===== src/rtl/ds_pkg.sv =====
// Shared constants and state encoding for the DeltaSigma sample scheduler.
`timescale 1ns / 1ps
package ds_pkg;

    localparam int DS_DATA_W = 14;
    localparam logic [DS_DATA_W-1:0] DS_MID = 14'h2000;

    typedef enum logic [1:0] {
        ST_IDLE  = 2'd0,
        ST_PRIME = 2'd1,
        ST_RUN   = 2'd2
    } ds_state_e;

endpackage


===== src/rtl/ds_sample_scheduler_if.sv =====
// Valid/ready sample stream into the scheduler FIFO.
`timescale 1ns / 1ps
interface ds_sample_scheduler_if
    import ds_pkg::*;
#(
    parameter int DATA_W = DS_DATA_W
);

    logic [DATA_W-1:0] s_data;
    logic              s_valid;
    logic              s_ready;

    modport master (
        output s_data,
        output s_valid,
        input  s_ready
    );

    modport slave (
        input  s_data,
        input  s_valid,
        output s_ready
    );

endinterface


===== src/rtl/ds_sample_fifo.sv =====
// Sample FIFO with flush, level and first-word-fall-through head.
`timescale 1ns / 1ps
module ds_sample_fifo #(
    parameter int DATA_W     = 14,
    parameter int FIFO_DEPTH = 8
) (
    input  logic                          clk,
    input  logic                          reset,
    input  logic                          push,
    input  logic                          pop,
    input  logic                          flush,
    input  logic [DATA_W-1:0]             wr_data,
    output logic [DATA_W-1:0]             head,
    output logic [$clog2(FIFO_DEPTH):0]   level,
    output logic                          full,
    output logic                          empty
);

    localparam int PTR_W = $clog2(FIFO_DEPTH);
    localparam int LVL_W = PTR_W + 1;

    logic [DATA_W-1:0] mem [FIFO_DEPTH];
    logic [PTR_W-1:0]  wr_ptr;
    logic [PTR_W-1:0]  rd_ptr;
    logic              do_push;
    logic              do_pop;

    assign full    = level == LVL_W'(FIFO_DEPTH);
    assign empty   = level == '0;
    assign do_push = push && !full && !flush;
    assign do_pop  = pop && !empty && !flush;
    assign head    = mem[rd_ptr];

    // Storage is not reset; contents are meaningless once level is 0.
    always_ff @(posedge clk) begin
        if (do_push) mem[wr_ptr] <= wr_data;
    end

    always_ff @(posedge clk or posedge reset) begin
        if (reset) begin
            wr_ptr <= '0;
            rd_ptr <= '0;
            level  <= '0;
        end else if (flush) begin
            wr_ptr <= '0;
            rd_ptr <= '0;
            level  <= '0;
        end else begin
            if (do_push) wr_ptr <= wr_ptr + 1'b1;
            if (do_pop)  rd_ptr <= rd_ptr + 1'b1;
            if (do_push && !do_pop)
                level <= level + 1'b1;
            else if (do_pop && !do_push)
                level <= level - 1'b1;
        end
    end

endmodule


===== src/rtl/ds_sample_scheduler.sv =====
// Paces FIFO samples to the DeltaSigma modulator, one every OSR clocks.
// Define DS_SCHED_UNDERFLOW_CNT_EN to add the saturating underflow_count.
`timescale 1ns / 1ps
module ds_sample_scheduler
    import ds_pkg::*;
#(
    parameter int DATA_W      = DS_DATA_W,
    parameter int OSR         = 8,
    parameter int FIFO_DEPTH  = 8,
    parameter int PRIME_LEVEL = 4
) (
    input  logic                        clk,
    input  logic                        reset,
    input  logic                        enable,
    ds_sample_scheduler_if.slave        s_if,
    output logic [DATA_W-1:0]           ds_data,
    output logic                        ds_strobe,
    output logic [1:0]                  state,
    output logic [$clog2(FIFO_DEPTH):0] fifo_level,
    output logic                        underflow,
    input  logic                        clr_underflow
`ifdef DS_SCHED_UNDERFLOW_CNT_EN
    ,
    output logic [15:0]                 underflow_count
`endif
);

    localparam int TICK_W = (OSR > 1) ? $clog2(OSR) : 1;
    localparam int LVL_W  = $clog2(FIFO_DEPTH) + 1;
    localparam logic [TICK_W-1:0] TICK_LAST = TICK_W'(OSR - 1);
    localparam logic [LVL_W-1:0]  PRIME_LVL = LVL_W'(PRIME_LEVEL);
    localparam logic [DATA_W-1:0] MID       = DATA_W'(DS_MID);

    ds_state_e         st;
    logic [TICK_W-1:0] tick;
    logic [DATA_W-1:0] head;
    logic              full;
    logic              empty;
    logic              push;
    logic              pop;
    logic              stop;
    logic              slot;
    logic              uf_ev;

    assign state        = st;
    assign s_if.s_ready = !full;
    assign push         = s_if.s_valid && !full;
    assign stop         = !enable && (st != ST_IDLE);
    assign slot         = (st == ST_RUN) && enable && (tick == '0);
    assign pop          = slot && !empty;
    assign uf_ev        = slot && empty;

    ds_sample_fifo #(
        .DATA_W     (DATA_W),
        .FIFO_DEPTH (FIFO_DEPTH)
    ) u_fifo (
        .clk     (clk),
        .reset   (reset),
        .push    (push),
        .pop     (pop),
        .flush   (stop),
        .wr_data (s_if.s_data),
        .head    (head),
        .level   (fifo_level),
        .full    (full),
        .empty   (empty)
    );

    always_ff @(posedge clk or posedge reset) begin
        if (reset) begin
            st        <= ST_IDLE;
            tick      <= '0;
            ds_data   <= MID;
            ds_strobe <= 1'b0;
        end else begin
            ds_strobe <= 1'b0;
            unique case (st)
                ST_IDLE: begin
                    ds_data <= MID;
                    tick    <= '0;
                    if (enable) st <= ST_PRIME;
                end
                ST_PRIME: begin
                    if (stop) begin
                        st      <= ST_IDLE;
                        ds_data <= MID;
                    end else if (fifo_level >= PRIME_LVL) begin
                        st   <= ST_RUN;
                        tick <= '0;
                    end
                end
                ST_RUN: begin
                    if (stop) begin
                        st      <= ST_IDLE;
                        ds_data <= MID;
                    end else begin
                        tick <= (tick == TICK_LAST) ? '0 : tick + 1'b1;
                        if (pop) begin
                            ds_data   <= head;
                            ds_strobe <= 1'b1;
                        end else if (uf_ev) begin
                            st <= ST_PRIME;
                        end
                    end
                end
                default: st <= ST_IDLE;
            endcase
        end
    end

    // A fresh underflow outranks a simultaneous clear.
    always_ff @(posedge clk or posedge reset) begin
        if (reset)
            underflow <= 1'b0;
        else if (uf_ev)
            underflow <= 1'b1;
        else if (clr_underflow)
            underflow <= 1'b0;
    end

`ifdef DS_SCHED_UNDERFLOW_CNT_EN
    always_ff @(posedge clk or posedge reset) begin
        if (reset) begin
            underflow_count <= '0;
        end else if (uf_ev) begin
            if (underflow_count != 16'hFFFF)
                underflow_count <= underflow_count + 1'b1;
        end else if (clr_underflow) begin
            underflow_count <= '0;
        end
    end
`endif

endmodule

===== src/flat_wrapper.sv =====
// flat-port wrapper written by rule: the top's interface ports become plain ports
module ds_sample_scheduler_flat import ds_pkg::*;
#(
    parameter int DATA_W      = DS_DATA_W,
    parameter int OSR         = 8,
    parameter int FIFO_DEPTH  = 8,
    parameter int PRIME_LEVEL = 4
)
  (clk, reset, enable, ds_data, ds_strobe, state, fifo_level, underflow, clr_underflow, s_if_s_data, s_if_s_valid, s_if_s_ready);
  ds_sample_scheduler_if #(.DATA_W(DATA_W)) s_if_i ();
  input  logic clk;
  input  logic reset;
  input  logic enable;
  output logic [DATA_W-1:0] ds_data;
  output logic ds_strobe;
  output logic [1:0] state;
  output logic [$clog2(FIFO_DEPTH):0] fifo_level;
  output logic underflow;
  input  logic clr_underflow;
  input wire logic [$bits(s_if_i.s_data)-1:0] s_if_s_data;
  input wire logic [$bits(s_if_i.s_valid)-1:0] s_if_s_valid;
  output wire logic [$bits(s_if_i.s_ready)-1:0] s_if_s_ready;
  assign s_if_i.s_data = s_if_s_data;
  assign s_if_i.s_valid = s_if_s_valid;
  assign s_if_s_ready = s_if_i.s_ready;
  ds_sample_scheduler #(.DATA_W(DATA_W), .OSR(OSR), .FIFO_DEPTH(FIFO_DEPTH), .PRIME_LEVEL(PRIME_LEVEL)) u_core (.clk(clk), .reset(reset), .enable(enable), .s_if(s_if_i), .ds_data(ds_data), .ds_strobe(ds_strobe), .state(state), .fifo_level(fifo_level), .underflow(underflow), .clr_underflow(clr_underflow));
endmodule

===== config.mk =====
export PLATFORM = sky130hd
export DESIGN_NAME = ds_sample_scheduler_flat
export DESIGN_NICKNAME = d
export VERILOG_FILES = /design/src/rtl/ds_pkg.sv /design/src/rtl/ds_sample_scheduler_if.sv /design/src/rtl/ds_sample_fifo.sv /design/src/rtl/ds_sample_scheduler.sv /design/src/flat_wrapper.sv
export SDC_FILE = /design/constraint.sdc
export NUM_CORES = 1
export LEC_CHECK = 0
export ABC_AREA = 1
export BUFFER_PORTS_ARGS = -buffer_cell sky130_fd_sc_hd__buf_2
export CORE_UTILIZATION = 37
export DETAILED_ROUTE_END_ITERATION = 7
export PLACE_DENSITY = 0.64
export REMOVE_ABC_BUFFERS = 1
export SLEW_MARGIN = 20
export SYNTH_ARGS = -nofsm -noshare
export SYNTH_HDL_FRONTEND = slang
export SYNTH_SLANG_ARGS = --single-unit

===== constraint.sdc =====
create_clock -name clk -period 5.7 [get_ports clk]
set_input_delay 1.425 -clock clk [delete_from_list [all_inputs] [get_ports clk]]
set_output_delay 1.425 -clock clk [all_outputs]
set_load 0.02 [all_outputs]

Word-level counts from Yosys, hierarchy flattened
Memories as Yosys holds them, arrays and structs flattened.
Cells that the tools add are included.
Widths: inputs -> output; s select.
- register bits: 31
- latch bits: 0
- bits in writable memories: 112
- ROM bits: 0
- output and inout bits: 23
- logic and storage cells: 88
- memories kept: 1
- $add $sub $neg: 5
- multiply operators: 0
- div/mod/pow operators: 0
- magnitude comparators: 1
- equality and inequality tests: 13
- shifts and indexed selects: 0
- mux-type cells: 30
- bitwise gates (word level): 0
- reductions and logical operators: 30
- memory list (name ; depth ; width ; read ports ; clocked after Yosys merged registers in ; wr ports ; RTL line ; RTL):
    u_core.u_fifo.mem ; 8 ; 14 ; 1 ; 0 ; 1 ; ds_sample_fifo.sv:22 ; logic [DATA_W-1:0] mem [FIFO_DEPTH];
- operators by type and width (cell ; number):
    $mux 14 ; 3
    $pmux 14 s3 ; 1
    $mux 3 ; 8
    $logic_and 1x1->1 ; 12
    $mux 2 ; 6
    $mux 4 ; 3
    $add 3x1->3 const B ; 3
    $pmux 3 s3 ; 1
    $ne 2x2->1 const B ; 4
    $reduce_and 4->1 ; 2
    $reduce_bool 2->1 ; 4
    $mux 1 ; 7
    $logic_not 1->1 ; 6
    $ne 3x2->1 const B ; 2
    $ne 3x3->1 const B ; 2
    $pmux 2 s3 ; 1
    $reduce_bool 3->1 ; 2
    $add 4x1->4 const B ; 1
    $eq 4x4->1 const B ; 1
    $ge 4x3->1 const B ; 1
    $logic_not 4->1 ; 1
    $sub 4x1->4 const B ; 1
    $eq 3x3->1 const B ; 1
    $logic_not 3->1 ; 1
    5 further kinds ; 5

Logic depth before layout (Yosys ltp)
Gate-level depths: netlist of run 1.
- depth in word-level cells: 10
- mapped depth: 15
- gate-level depth less buffers: 15

By module
Synthesis of run 1 repeated with hierarchy kept, for this count alone.
- cells, all modules: 574
- area total of the unflattened synthesis: 6209.7 µm²
- by module, submodules not included (module ; instances ; cells an instance ; area an instance (µm²)):
    ds_sample_fifo ; 1 ; 423 ; 5069.9
    ds_sample_scheduler ; 1 ; 151 ; 1139.8

Worst setup path after synthesis of run 1
No wires, ideal clock.
- path type: input to register
- start: input port enable
- end: memory u_core.u_fifo.mem[0][0] (enable)
- library setup time: 384 ps
- arrival: 2644 ps
- path slack: 2672 ps
- stages on the path: 6
- cell sequence: inv_1 > o21ai_2 > inv_1 > nor2_4 > nand2_1 > nor2_1
- cells in the longest elaborated chain, start to end: 6
- ends and longest elaborated chain (item ; RTL line ; RTL):
    from (decl) ; flat_wrapper.sv:13 ; input logic enable;
    $logic_not 1->1 ; ds_sample_scheduler.sv:48 ; assign stop = !enable && (st != ST_IDLE);
    $logic_and 1x1->1 ; ds_sample_scheduler.sv:48 ;
    $logic_not 1->1 ; ds_sample_fifo.sv:30 ; assign do_push = push && !full && !flush;
    $logic_and 1x1->1 ; ds_sample_fifo.sv:30 ;
    $mux 1 ; ds_sample_fifo.sv:36 ; if (do_push) mem[wr_ptr] <= wr_data;
    $mux 1 (not written as such) ; ds_sample_fifo.sv:36 ;
    to (decl) ; ds_sample_fifo.sv:22 ;
No other way between the ends.

Worst setup path in the final report of run 1
- start: input port enable
- end: register u_core.u_fifo.level[3]
- cells in the longest elaborated chain, start to end: 9
- elaborated cells on any way between the ends: 16
- those cells by class: mux: 2; reduce/logical: 14
- ends and longest elaborated chain (item ; RTL line ; RTL):
    $logic_and 1x1->1 (2 in a row) ; ds_sample_scheduler.sv:49 ; assign slot = (st == ST_RUN) && enable && (tick == '0);
    $logic_and 1x1->1 ; ds_sample_scheduler.sv:50 ; assign pop = slot && !empty;
    $logic_and 1x1->1 (2 in a row) ; ds_sample_fifo.sv:31 ; assign do_pop = pop && !empty && !flush;
    $logic_not 1->1 ; ds_sample_fifo.sv:51 ; if (do_push && !do_pop)
    $logic_and 1x1->1 ; ds_sample_fifo.sv:51 ;
    $mux 4 ; ds_sample_fifo.sv:51 ;
    $mux 4 ; ds_sample_fifo.sv:44 ; end else if (flush) begin
    to (signal assigned) ; ds_sample_fifo.sv:52 ; level <= level + 1'b1;
    to (signal assigned) ; ds_sample_fifo.sv:54 ; level <= level - 1'b1;
    to (decl) ; ds_sample_fifo.sv:14 ; output logic [$clog2(FIFO_DEPTH):0] level,
Several ways; a longest one is shown, not always the timed one.
A chain may end at the register's enable or synchronous reset.

==> impl_metrics.env, run 1 <==
export IMPL_place_hpwl_mm=9.28
export IMPL_status="completed"
export IMPL_rrSetupSlack_ns=3.26
export IMPL_syn_area_mm2=0.00598
export IMPL_p_seq_share_pct=41.3
export IMPL_grt_start_max_net_pins=61
export IMPL_drc=0
export IMPL_die_h_um=129
export IMPL_hold_path_class="reg -> reg"
export IMPL_hold_violations=0
export IMPL_reg2reg_to="u_core.u_fifo.level[3]"
export IMPL_first_pass_iters=6
export IMPL_antenna_cells=0
export IMPL_intPower_mw=2.22
export IMPL_overflow=0
export IMPL_p_comb_share_pct=22.6
export IMPL_whs_path_depth=2
export IMPL_synth_cell_types=28
export IMPL_worst_ir_drop_vdd_uv=246
export IMPL_reg2regPathDepth=15
export IMPL_endpoint_kind="flip-flop"
export IMPL_io_pins=42
export IMPL_wirelength_mm=14.7
export IMPL_gp_congestion=0.782
export IMPL_hold_buffers=0
export IMPL_antenna_found_initial=0
export IMPL_wl_per_cell_um=18.3
export IMPL_cts_root_buf="clkbuf_16"
export IMPL_cts_tree="yes"
export IMPL_fmax_ghz=0.332
export IMPL_switching_power_mw=1.01
export IMPL_drive_gt1_share_pct=16.2
export IMPL_fin_crit_ns=3.01
export IMPL_area_growth_pct=16.8
export IMPL_hold_path_startpoint="u_core.ds_data[13]"
export IMPL_arrival_ns=3.33
export IMPL_leakagePower_nw=2.80
export IMPL_crit_slowest_cell="nor2_8"
export IMPL_cpMostUsedCell="inv_1"
export IMPL_stdcell_count=803
export IMPL_final_common_cell="edfxtp_1"
export IMPL_slowest_delay_ns=0.26
export IMPL_finalCritPeriodShare_pct=52.8
export IMPL_cp_required_ns=6.02
export IMPL_synthFlopType="edfxtp_1"
export IMPL_critPathKind="in -> reg"
export IMPL_synth_edf_count=112
export IMPL_drt_iter0_drc=365
export IMPL_netlist_area_leader_share_pct=56.2
export IMPL_p_clk_share_pct=36.1
export IMPL_rows=46
export IMPL_clk_latency_ns=0.43
export IMPL_grt_pass1_wl_mm=22.3
export IMPL_cp_cell_sequence="buf_2, inv_1, nor2_4, nand2_2, nor2_8, inv_1, ha_1, inv_1, ha_1, a21oi_1, and2_0, nand2_1, nand2_1, o21ai_1"
export IMPL_yosys_warnings=0
export IMPL_grt_pass1_vias=4025
export IMPL_clockBufferDepth=2
export IMPL_cap_violations=0
export IMPL_initial_core_util_pct=37.8
export IMPL_coreArea_mm2=0.0158
export IMPL_yosys_area_top_type="edfxtp_1"
export IMPL_final_setup_skew_ns=0.00748
export IMPL_tightest_slew_ns=0.892
export IMPL_ys_seq_elements=143
export IMPL_fin_nets=602
export IMPL_cp_max_fo=18
export IMPL_startpoint_type="primary input"
export IMPL_drv_slew=0
export IMPL_syn_inst=536
export IMPL_cp_startpoint="enable"
export IMPL_dieArea_mm2=0.0167
export IMPL_fill_cells=1441
export IMPL_yosysSeqAreaShare_pct=69.2
export IMPL_postCtsSetupRepairBufs=0
export IMPL_rsz0062_at_grt="false"
export IMPL_ant_nets=0
export IMPL_grt_usage_pct=18.9
export IMPL_fin_tns_setup_ns=0
export IMPL_avgSynthCellArea_um2=11.2
export IMPL_switching_share_pct=31.2
export IMPL_placedCellCount=771
export IMPL_timing_rr_start="u_core.tick[0]"
export IMPL_h_tree_depth=4
export IMPL_final_cell_mix="112 x edfxtp_1, 104 x nand2_1, 85 x nor2_1"
export IMPL_powerDensity_mw_per_mm2=463
export IMPL_viasPerCell=5.09
export IMPL_min_to="u_core.ds_data[13]"
export IMPL_clkSinkCount=143
export IMPL_portBuffers=41
export IMPL_setup_viol=0
export IMPL_vias=4086
export IMPL_async_flop_share_pct=21.7
export IMPL_fp_dieW_um=129
export IMPL_synthTopCellsByArea="edfxtp_1 56%, dfrtp_1 13%, nand2_1 6.5%"
export IMPL_cts_buffers_inserted=17
export IMPL_postCtsResizedCells=0
export IMPL_clk_pin_slew_ns=0.06
export IMPL_slew_headroom_pct=40.5
[cell type report]
cell class                 instances  area (µm²)  area share, %
clock inverter                    13         168           2.40
inverter                          24        90.1           1.29
tap                              216         270           3.87
timing repair buffer              44         228           3.26
sequential                       143        4140           59.3
clock buffer                      19         453           6.49
multi-input combinational        344        1640           23.4
[power groups by stage]
| stage | combinational (mW) | sequential [mW] | clock [mW] |
|---|---|---|---|
| after floorplan | 0.418 | 1.41 | 0 |
| after global placement | 0.703 | 1.35 | 0 |
| after detailed placement | 0.728 | 1.36 | 0 |
| after CTS | 0.732 | 1.33 | 1.18 |
| after global routing | 0.823 | 1.35 | 1.22 |
| final | 0.731 | 1.33 | 1.17 |
[worst max-delay path, delay by kind of cell]
kind	cells	cell delay (ns)
compound gates	2	0.18
fa+ha+maj	2	0.50
buf+inv	4	0.39
simple gates	6	0.84
[registers in the layout (all words and copies together) (netlist names)]
| name | cells |
|---|---|
| u_core.u_fifo.mem | 112 |
| u_core.underflow | 1 |
| u_core.state | 2 |
| u_core.tick | 3 |
| u_core.ds_data | 14 |
| u_core.u_fifo.wr_ptr | 3 |
| u_core.ds_strobe | 1 |
| u_core.u_fifo.rd_ptr | 3 |
| u_core.u_fifo.level | 4 |
[metal layers]
metal | global-route usage, % | up-vias | wire length [µm]
li1 | - | 1906 | -
met1 | 23.8 | 2008 | 6010
met2 | 30.9 | 152 | 7390
met3 | 4.21 | 20 | 997
met4 | 9.48 | 0 | 255
met5 | 0 | - | 0
[cells by family after synthesis]
logic type / share of synthesized area [%]
flops: 69.2
xor+xnor: 0.586
simple gates: 18.1
compound gates: 6.30
fa+ha+maj: 2.01
buf+inv: 3.77
[worst max path at each step]
stage	to	slack, ns	cells after the start
floorplan	u_core.u_fifo.level[3]	2.64	13
global placement	u_core.u_fifo.mem[3][5]	2.12	7
detailed placement	u_core.u_fifo.mem[6][0]	2.00	7
CTS	u_core.u_fifo.mem[6][13]	2.44	7
global route	u_core.u_fifo.level[3]	2.50	14
finish	u_core.u_fifo.level[3]	2.69	14
[cell usage after synthesis, types with 3 or more instances]
| cell | instances |
|---|---|
| clkbuf_2 | 3 |
| o21ai_1 | 10 |
| xor2_1 | 4 |
| nand3_1 | 54 |
| buf_4 | 5 |
| nand2_1 | 104 |
| buf_2 | 9 |
| inv_2 | 3 |
| clkbuf_1 | 6 |
| ha_1 | 8 |
| o21ai_0 | 54 |
| inv_1 | 21 |
| nor2_1 | 93 |
| dfrtp_1 | 30 |
| o22ai_1 | 4 |
| nand2_2 | 3 |
| edfxtp_1 | 112 |
[metrics by stage]
step / hold WS, ns / power [mW] / instance area (µm²) / utilization (%) / setup WS [ns]
floorplan: 0.510 / 1.83 / 5850 / - / 2.64
global placement: 0.477 / 2.05 / 6340 / 40.1 / 2.12
detailed placement: 0.482 / 2.08 / 6350 / 40.1 / 2.00
CTS: 0.492 / 3.25 / 6970 / 44.0 / 2.44
global route: 0.532 / 3.39 / 6980 / 44.1 / 2.50
finish: 0.489 / 3.23 / 6980 / 44.1 / 2.69
No activity file was read; power rests on OpenSTA's default activity.
==> inputs of run 2 (changes only) <==
--- a/config.mk
+++ b/config.mk
@@ -9,7 +9,7 @@
 export BUFFER_PORTS_ARGS = -buffer_cell sky130_fd_sc_hd__buf_2
 export CORE_UTILIZATION = 37
 export DETAILED_ROUTE_END_ITERATION = 7
-export PLACE_DENSITY = 0.64
+export PLACE_DENSITY = 0.66
 export REMOVE_ABC_BUFFERS = 1
 export SLEW_MARGIN = 20
 export SYNTH_ARGS = -nofsm -noshare
==> constraint.sdc (replaced) <==
create_clock -name clk -period 2.66 [get_ports clk]
set_input_delay 0.665 -clock clk [delete_from_list [all_inputs] [get_ports clk]]
set_output_delay 0.665 -clock clk [all_outputs]
set_load 0.02 [all_outputs]
==> impl_metrics.env, run 2 (synthesized netlist as in run 1, its figures left out) <==
export IMPL_clkSinkCount=143
export IMPL_cts_buffers_inserted=17
export IMPL_cp_endpoint="u_core.u_fifo.level[3]"
export IMPL_grt_pass1_wl_mm=20.7
export IMPL_timing_rr_start="u_core.u_fifo.level[3]"
export IMPL_h_tree_depth=4
export IMPL_final_cell_mix="112 x edfxtp_1, 104 x nand2_1, 93 x nor2_1"
export IMPL_cp_required_ns=2.97
export IMPL_tightest_slew_ns=0.663
export IMPL_worst_ir_drop_vdd_uv=493
export IMPL_grt_usage_pct=17.3
export IMPL_reg2reg_to="u_core.u_fifo.level[3]"
export IMPL_rrSetupSlack_ns=0.31
export IMPL_largest_register="u_core.u_fifo.mem"
export IMPL_drive_gt1_share_pct=16.6
export IMPL_vias=4036
export IMPL_cp_max_fo=5
export IMPL_drc=0
export IMPL_slowest_delay_ns=0.43
export IMPL_first_pass_iters=4
export IMPL_gp_congestion=0.759
export IMPL_rsz0062_at_grt="false"
export IMPL_wl_per_cell_um=16.1
export IMPL_ant_nets=0
export IMPL_leakagePower_nw=2.82
export IMPL_critPathKind="reg -> reg"
export IMPL_cpMostUsedCell="inv_1"
export IMPL_cp_buffers_inverters=3
export IMPL_cap_violations=0
export IMPL_die_h_um=129
export IMPL_drt_iter0_drc=300
export IMPL_status="completed"
export IMPL_slew_headroom_pct=55.7
export IMPL_fin_nets=617
export IMPL_hold_buffers=0
export IMPL_cp_startpoint="u_core.u_fifo.level[3]"
export IMPL_fill_cells=1420
export IMPL_viasPerCell=4.93
export IMPL_arrival_ns=2.67
export IMPL_area_growth_pct=17.1
export IMPL_fp_dieW_um=129
export IMPL_io_pins=42
export IMPL_grt_pass1_vias=3981
export IMPL_rows=46
export IMPL_dieArea_mm2=0.0167
export IMPL_antenna_found_initial=0
export IMPL_cts_tree="yes"
export IMPL_cp_depth=13
export IMPL_cp_cell_sequence="nor2_1, nand2_2, inv_1, nor2_8, inv_1, ha_1, inv_1, ha_1, a21oi_1, and2_0, nand2_1, nand2_1, o21ai_1"
export IMPL_cts_root_buf="clkbuf_16"
export IMPL_crit_family="simple AND/OR/NAND/NOR gates"
export IMPL_top_regs="u_core.u_fifo.mem: 112 flops, u_core.ds_data: 14 flops, u_core.u_fifo.level: 4 flops"
export IMPL_power_mw=6.58
export IMPL_hold_path_class="in -> async"
export IMPL_fmax_ghz=0.425
export IMPL_hold_violations=0
export IMPL_reg2regPathDepth=13
export IMPL_fin_tns_setup_ns=0
export IMPL_place_hpwl_mm=7.76
export IMPL_utilization_pct=44.2
export IMPL_final_common_cell="edfxtp_1"
export IMPL_largest_reg_flops=112
export IMPL_portBuffers=41
export IMPL_crit_slowest_cell="dfrtp_1"
export IMPL_final_setup_skew_ns=0.00828
export IMPL_fin_crit_ns=2.35
export IMPL_powerDensity_mw_per_mm2=939
export IMPL_postCtsResizedCells=0
export IMPL_drv_slew=0
export IMPL_initial_core_util_pct=37.8
export IMPL_antenna_cells=0
export IMPL_setup_viol=0
export IMPL_grt_start_max_net_pins=33
export IMPL_overflow=0
export IMPL_finalCritPeriodShare_pct=88.5
export IMPL_endpoint_kind="flip-flop"
export IMPL_postCtsSetupRepairBufs=0
export IMPL_clk_latency_ns=0.43
export IMPL_coreArea_mm2=0.0158
export IMPL_startpoint_type="flip-flop"
export IMPL_clockBufferDepth=2
export IMPL_wirelength_mm=13.2
export IMPL_clk_pin_slew_ns=0.06
-- run 2: changes by cell type in the layout (fill, tap and decap cells not counted) --
cell	previous run	this run
clkinv_2	4	1
bufinv_16	4	1
clkbuf_8	2	0
inv_6	0	3
nor2_1	85	93
nor2_2	9	1
buf_4	3	18
clkinvlp_4	1	4
clkinv_1	3	5
-- run 2: worst min path at each step --
stage | depth (start not counted) | endpoint | startpoint | slack (ns)
floorplan | 2 | u_core.ds_data[13] | u_core.ds_data[13] | 0.51
detailed placement | 2 | u_core.ds_data[13] | u_core.ds_data[13] | 0.47
finish | 3 | u_core.state[1] | reset | 0.34
global placement | 2 | u_core.ds_data[13] | u_core.ds_data[13] | 0.47
global route | 3 | u_core.ds_data[7] | reset | 0.41
CTS | 3 | u_core.state[1] | reset | 0.35
-- run 2: per-layer routing --
layer  vias up  GRT usage [%]  part of all wire, %
li1       1936              -                    -
met1      1940           19.8                   41
met2       133           28.7                   49
met3        27           5.53                  7.0
met4         0           9.62                  2.7
met5         -              0                    0
-- run 2: worst min-delay path: cells and delay by family --
family / cells / cell delay [ns]
buf+inv: 3 / 0.53
-- run 2: area by class of cell --
cell class | instances | area (µm²) | share of cell area, %
clock inverter | 15 | 119 | 1.70
inverter | 24 | 90.1 | 1.29
multi-input combinational | 344 | 1620 | 23.1
clock buffer | 17 | 425 | 6.08
timing repair buffer | 59 | 340 | 4.86
tap | 216 | 270 | 3.86
sequential | 143 | 4140 | 59.1
-- run 2: stage by stage --
stage / cells / hold slack, ns / instance area (µm²) / worst slack [ns]
floorplan: 511 / 0.510 / 5850 / 0.321
global placement: 786 / 0.470 / 6460 / 0.289
detailed placement: 786 / 0.471 / 6460 / 0.167
CTS: 818 / 0.352 / 7000 / 0.307
global route: 818 / 0.406 / 7000 / 0.0802
finish: 818 / 0.341 / 7000 / 0.306
-- run 2: where the power goes --
| group | switching [mW] | internal [mW] |
|---|---|---|
| Clock | 0.890 | 1.27 |
| Combinational | 1.07 | 0.476 |
| Sequential | 0.139 | 2.73 |
| Total | 2.10 | 4.47 |
